<file path="config.mk">
export PLATFORM = sky130hd
export DESIGN_NAME = datamem_arbiter
export DESIGN_NICKNAME = d
export VERILOG_FILES = /design/src/rtl/datamem_pkg.sv /design/src/rtl/rr_arbiter2.sv /design/src/rtl/datamem_arbiter.sv
export SDC_FILE = /design/constraint.sdc
export NUM_CORES = 1
export LEC_CHECK = 0
export ABC_AREA = 1
export BUFFER_PORTS_ARGS = -buffer_cell sky130_fd_sc_hd__buf_2
export CORE_MARGIN = 5
export CORE_UTILIZATION = 43
export DETAILED_ROUTE_END_ITERATION = 8
export GPL_ROUTABILITY_DRIVEN = 0
export PLACE_DENSITY = 0.73
export RECOVER_POWER = 25
export SYNTH_ARGS = -nofsm -noshare
export SYNTH_HDL_FRONTEND = slang
export SYNTH_SLANG_ARGS = --single-unit
</file>
<file path="constraint.sdc">
create_clock -name clk -period 1.6 [get_ports clk]
set_input_delay 0.32 -clock clk [delete_from_list [all_inputs] [get_ports clk]]
set_output_delay 0.32 -clock clk [all_outputs]
set_load 0.01 [all_outputs]
</file>
<file path="src/rtl/datamem_pkg.sv">
// Shared types and constants for the datamem arbiter: FSM states, port ids,
// readwrite encoding and the latched request record.
package datamem_pkg;
  localparam int DATA_W = 32;

  localparam logic PORT_CPU = 1'b0;
  localparam logic PORT_DBG = 1'b1;

  localparam logic RW_READ  = 1'b0;
  localparam logic RW_WRITE = 1'b1;

  typedef enum logic [1:0] {IDLE, ISSUE, WAIT, RESP} state_t;

  typedef struct packed {
    logic              we;
    logic [DATA_W-1:0] addr;
    logic [DATA_W-1:0] wdata;
  } req_t;

  // True when any bit above the implemented word-address range is set.
  function automatic logic addr_oor(input logic [DATA_W-1:0] addr, input int addr_w);
    return (addr >> addr_w) != '0;
  endfunction
endpackage

</file>
<file path="src/rtl/rr_arbiter2.sv">
// Two-input round-robin grant. The pointer names the preferred port and
// moves to the port that was not granted whenever a grant is accepted.
module rr_arbiter2 (
  input  logic       clk,
  input  logic       rst,
  input  logic [1:0] valid,
  input  logic       accept,
  output logic [1:0] grant
);
  logic ptr;

  always_comb begin
    grant = valid;
    if (&valid) grant = ptr ? 2'b10 : 2'b01;
  end

  // grant[0] set means port 0 won, so port 1 becomes preferred.
  always_ff @(posedge clk or negedge rst) begin
    if (!rst)        ptr <= 1'b0;
    else if (accept) ptr <= grant[0];
  end
endmodule

</file>
<file path="src/rtl/datamem_arbiter.sv">
// Shares one datamem between the CPU load/store port and the debug loader:
// one transaction at a time, one-cycle memory strobe, one-cycle response pulse.
module datamem_arbiter
  import datamem_pkg::*;
#(
  parameter int ADDR_W  = 16,
  parameter int MEM_LAT = 1
) (
  input  logic              clk,
  input  logic              rst,
  input  logic              req0_valid,
  output logic              req0_ready,
  input  logic              req0_we,
  input  logic [DATA_W-1:0] req0_addr,
  input  logic [DATA_W-1:0] req0_wdata,
  input  logic              req1_valid,
  output logic              req1_ready,
  input  logic              req1_we,
  input  logic [DATA_W-1:0] req1_addr,
  input  logic [DATA_W-1:0] req1_wdata,
  output logic              rsp0_valid,
  output logic [DATA_W-1:0] rsp0_rdata,
  output logic              rsp0_err,
  output logic              rsp1_valid,
  output logic [DATA_W-1:0] rsp1_rdata,
  output logic              rsp1_err,
  output logic [DATA_W-1:0] mem_addr,
  output logic [DATA_W-1:0] mem_wdata,
  output logic              mem_enable,
  output logic              mem_readwrite,
  input  logic [DATA_W-1:0] mem_rdata,
  output logic              busy
);
  state_t                   state, state_nxt;
  req_t [1:0]               req_in;
  req_t                     cur;
  logic                     cur_id;
  logic [2:0]               cnt;
  logic [1:0]               req_valid, grant, ready;
  logic                     idle, accept, oor;
  logic [1:0]               rsp_valid;
  logic [1:0][DATA_W-1:0]   rsp_rdata;
  logic [1:0]               rsp_err;

  assign req_valid = {req1_valid, req0_valid};
  assign req_in[PORT_CPU] = '{we: req0_we, addr: req0_addr, wdata: req0_wdata};
  assign req_in[PORT_DBG] = '{we: req1_we, addr: req1_addr, wdata: req1_wdata};

  assign idle   = (state == IDLE);
  assign accept = idle && rst && (|grant);
  assign oor    = addr_oor(cur.addr, ADDR_W);

  rr_arbiter2 u_arb (
    .clk    (clk),
    .rst    (rst),
    .valid  (req_valid),
    .accept (accept),
    .grant  (grant)
  );

  // Ready is gated by reset so every output reads 0 while rst is low.
  assign ready      = {2{idle && rst}} & grant;
  assign req0_ready = ready[PORT_CPU];
  assign req1_ready = ready[PORT_DBG];

  always_comb begin
    state_nxt = state;
    case (state)
      IDLE:    if (accept) state_nxt = ISSUE;
      ISSUE:   state_nxt = (oor || MEM_LAT <= 1) ? RESP : WAIT;
      WAIT:    if (cnt == '0) state_nxt = RESP;
      RESP:    state_nxt = IDLE;
      default: state_nxt = IDLE;
    endcase
  end

  always_ff @(posedge clk or negedge rst) begin
    if (!rst) begin
      state     <= IDLE;
      cur       <= '0;
      cur_id    <= PORT_CPU;
      cnt       <= '0;
      rsp_valid <= '0;
      rsp_rdata <= '0;
      rsp_err   <= '0;
    end else begin
      state     <= state_nxt;
      rsp_valid <= '0;
      if (accept) begin
        cur    <= req_in[grant[PORT_DBG]];
        cur_id <= grant[PORT_DBG];
      end
      // WAIT lasts MEM_LAT-1 cycles: preload MEM_LAT-2 and exit on zero.
      if (state == ISSUE)     cnt <= 3'(MEM_LAT - 2);
      else if (state == WAIT) cnt <= cnt - 3'd1;
      if (state == RESP) begin
        rsp_valid[cur_id] <= 1'b1;
        rsp_rdata[cur_id] <= (cur.we || oor) ? '0 : mem_rdata;
        rsp_err[cur_id]   <= oor;
      end
    end
  end

  // Address/data stay on the latched request, so they hold through WAIT.
  assign mem_enable    = (state == ISSUE) && !oor;
  assign mem_readwrite = mem_enable && (cur.we == RW_WRITE);
  assign mem_addr      = cur.addr;
  assign mem_wdata     = cur.wdata;
  assign busy          = !idle;

  assign rsp0_valid = rsp_valid[PORT_CPU];
  assign rsp1_valid = rsp_valid[PORT_DBG];
  assign rsp0_rdata = rsp_rdata[PORT_CPU];
  assign rsp1_rdata = rsp_rdata[PORT_DBG];
  assign rsp0_err   = rsp_err[PORT_CPU];
  assign rsp1_err   = rsp_err[PORT_DBG];

  a_ready_idle: assert property (@(posedge clk) disable iff (!rst) !idle |-> ready == 2'b00);
  a_rsp_onehot: assert property (@(posedge clk) disable iff (!rst) $onehot0(rsp_valid));
endmodule

</file>
==> flow_metrics.py <==
metrics = {
    "grt": {
        "met3_usage": 0.0693,
        "globalRouteTotalUtil": 0.215,
        "grt_pass1_wl_microns": 30700,
        "initial_antenna_violation_count": 1,
        "grtUsageMet1": 0.250,
        "first_global_vias": 6130,
        "grt.met2_usage": 0.375,
        "top_usage_layer": "met2",
        "gr-total-overflow": 0,
        "grt_max_degree": 141,
    },
    "critical_path": {
        "cp-start-kind": "flip-flop",
        "critical_path_arrival_ns": 1.59,
        "critPathSlowestCell": "dfrtp_1",
        "worst_setup_end_kind": "output port",
        "crit_path_cell_trace": "nor2_1 > nand2_1 > nor2_4 > nand2_4 > nor3b_2 > buf_2",
        "critPathKind": "reg2out",
        "crit_family": "simple AND/OR/NAND/NOR gates",
        "cp.required_ns": 1.28,
        "max_stage_delay_ns": 0.38,
        "cp.buffers_inverters": 1,
        "timing.critical_path.fanout_max": 3,
    },
    "drt": {
        "vias": 6578,
        "detailedRoute.firstIterationViolations": 402,
        "drt-total-wl_microns": 22300,
        "via_per_inst": 5.17,
        "drt_pass1_iterations": 5,
        "detail-route-antenna-nets": 0,
        "post-route-drc-count": 0,
        "drt-wirelength-per-cell_microns": 17.6,
    },
    "placement": {
        "buffer_ports.inserted": 302,
        "placedInstanceArea_sq_um": 8060,
        "dpl.cell_count": 1197,
        "hpwl_microns": 13900,
    },
    "power": {
        "vdd.ir_drop.worst_v": 0.000827,
        "power_share_of_the_sequential_group": 0.339,
        "power.density_cell_area_nw_per_um2": 1540,
        "combPwrFrac": 0.414,
        "power_frac_clock": 0.247,
        "cellLeakagePower_nw": 5.12,
        "power.switching_fraction": 0.374,
        "internal_power_w": 0.00949,
        "netSwitchingPower_w": 0.00566,
    },
    "finish": {
        "ff_latch_area_sq_um": 3500,
        "final_layout_size_suffix_gt1_frac": 0.467,
        "layout.cells.most_common": "buf_2",
        "final_core_utilization": 0.647,
        "fin_nets": 1242,
        "final_cell_mix": "buf_2, nand2_1, dfrtp_1",
        "multi_input_comb_area_sq_um": 2850,
        "synthToLayoutAreaGrowth_pct": 47.4,
        "num-fill-cells": 1265,
        "design_area_sq_um": 9830,
        "final-instance-count-excl-fill": 1272,
    },
    "timing": {
        "rsz0062_at_grt": "yes",
        "timing_worst_slew_pin_value_ns": 1.27,
        "final_count_of_negative_setup_slack_endpoints": 97,
        "finClkSkew_ns": 0.0207,
        "max_freq_ghz": 0.524,
        "pins_over_their_slew_limit": 0,
        "hold_viol_final": 0,
        "hold_ws_ns": 0.131,
        "finalWorstSetupSlack_ns": -0.307,
        "fin_crit_sh": 1.19,
        "maxSlewHeadroom": 0.153,
        "crit_path_time_final_ns": 1.91,
    },
    "run_status": {
        "status": "finished, violations left",
        "violations_in_the_final_reports": "negative setup slack",
    },
    "floorplanning": {
        "floorplan.initialDensity": 0.439,
        "floorplan.core_area_sq_um": 15200,
        "fp.dieArea_sq_um": 18100,
        "boundaryPins": 303,
        "fp-row-count": 45,
        "die_h_microns": 135,
        "die_w_microns": 135,
    },
    "yosys": {
        "netlist-cell-type-count": 18,
        "syn-mean-instance-area_sq_um": 8.59,
        "ys_ff_latch": 140,
        "yosysSeqAreaShare": 0.525,
        "postSynthNetCount": 949,
        "synthesis.instances": 777,
        "ys.warnings.count": 0,
        "syn_area_sq_um": 6670,
    },
    "clock_tree": {
        "clock_tree_from_tritoncts": "built",
        "ctsRootBufferMaster": "clkbuf_16",
        "ctsLongestPathBuffers": 2,
        "clkLatencyLatePin_ns": 0.43,
        "clock-sinks": 140,
        "cts_buffers": 17,
        "clkTransAtPathRegs_ns": 0.06,
        "cts_hold_repair.buffers": 0,
        "cts.htree.levels": 4,
    },
    "worst_hold_path": {
        "hold_crit_path_type": "in2reg",
    },
    "run": {
        "cap_viol_max_count": 0,
    },
}
## sequential cells by signal, indices dropped and copies added, names as in the netlist
register and cells:
cur 1, rsp0_rdata 32, u_arb.ptr 1, rsp_err 2, mem_addr 32, cur_id 1
rsp_valid 2, cnt 3, state 2, mem_wdata 32, rsp1_rdata 32
## cells in the mapped netlist
cell / n / area [sq um]
o21ai_0: 4 / 20.0
a31oi_1: 67 / 419
nand3_1: 132 / 661
clkbuf_1: 25 / 93.8
nor2_1: 77 / 289
a22oi_1: 2 / 15.0
nor2_8: 1 / 20.0
buf_6: 11 / 124
ha_1: 6 / 75.1
nand2_2: 3 / 18.8
buf_2: 16 / 80.1
nor2_2: 3 / 18.8
buf_4: 65 / 488
nand2_1: 208 / 781
nor3b_1: 1 / 7.51
clkinv_1: 2 / 7.51
inv_1: 14 / 52.6
dfrtp_1: 140 / 3500
## power by group through the flow
stage	Combinational, W	Sequential, W	Clock [W]
after floorplan	0.00382	0.00509	0
after global placement	0.00499	0.00509	0
after detailed placement	0.00505	0.00511	0
after CTS	0.00541	0.00508	0.00379
after global routing	0.00681	0.00525	0.00395
final	0.00627	0.00514	0.00375
## per-layer routing
metal	wire length (microns)	share of wire	vias up
met5	0	0	-
met4	568	0.025	0
li1	-	-	3114
met1	8560	0.38	3119
met3	1790	0.080	42
met2	11400	0.51	303
## worst paths after layout
path                                   to           start  slack (ns)  depth (start not counted)
min in group asynchronous   rsp1_rdata[7]             rst        0.43                          2
min                        rsp1_rdata[29]   mem_rdata[29]        0.13                          3
min reg2reg                rsp0_rdata[21]  rsp0_rdata[21]        0.47                          2
max in group asynchronous    mem_addr[25]             rst        0.34                          2
max reg2reg                rsp1_rdata[27]    mem_addr[27]       -0.16                         10
max                         mem_readwrite    mem_addr[27]       -0.31                          6
## layout make-up
cell class | count | share of cell area
diodes | 1 | 0.000254
well taps | 188 | 0.0239
repair buffers | 388 | 0.266
clock buffers | 20 | 0.0444
inverters | 16 | 0.00738
multi-input cells | 507 | 0.290
clock inverters | 12 | 0.0117
flip-flops and latches | 140 | 0.356
## logic make-up (layout without fill, tap and decap cells)
| kind of cell | Yosys count | count (layout) | synth area share |
|---|---|---|---|
| flip-flops | 140 | 140 | 0.525 |
| adder cells (fa/ha/maj) | 6 | 6 | 0.0112 |
| other | 0 | 1 | 0 |
| AND/OR/NAND/NOR | 425 | 428 | 0.269 |
| buffers and inverters | 133 | 436 | 0.127 |
| AO/OA/AOI/OAI | 73 | 73 | 0.0681 |
## metrics by stage
step           worst slack (ns)  TNS, ns  total power [W]
5_1_grt                  -0.421   -17.69           0.0160
3_5_place_dp            -0.0404   -0.166           0.0102
3_3_place_gp            -0.0220  -0.0220           0.0101
6_report                 -0.307    -9.54           0.0152
4_1_cts                  -0.328   -0.901           0.0143
2_1_floorplan            0.0956        0          0.00891
## repair_timing
action | CTS | global route
endpoints found under the setup margin | 48 | 109
gates resized for setup | 31 | 107
gates cloned | 4 | 19
pin swaps | 6 | 47
hold endpoints to repair | 0 | 0
buffers inserted | 8 | 15
## tightest hold or removal path: cells and delay by family
kind | cells | cell delay (ns)
and+or+nand+nor | 2 | 0.12
buffers and inverters | 1 | 0.09
No activity file was read; power rests on OpenSTA's default activity.
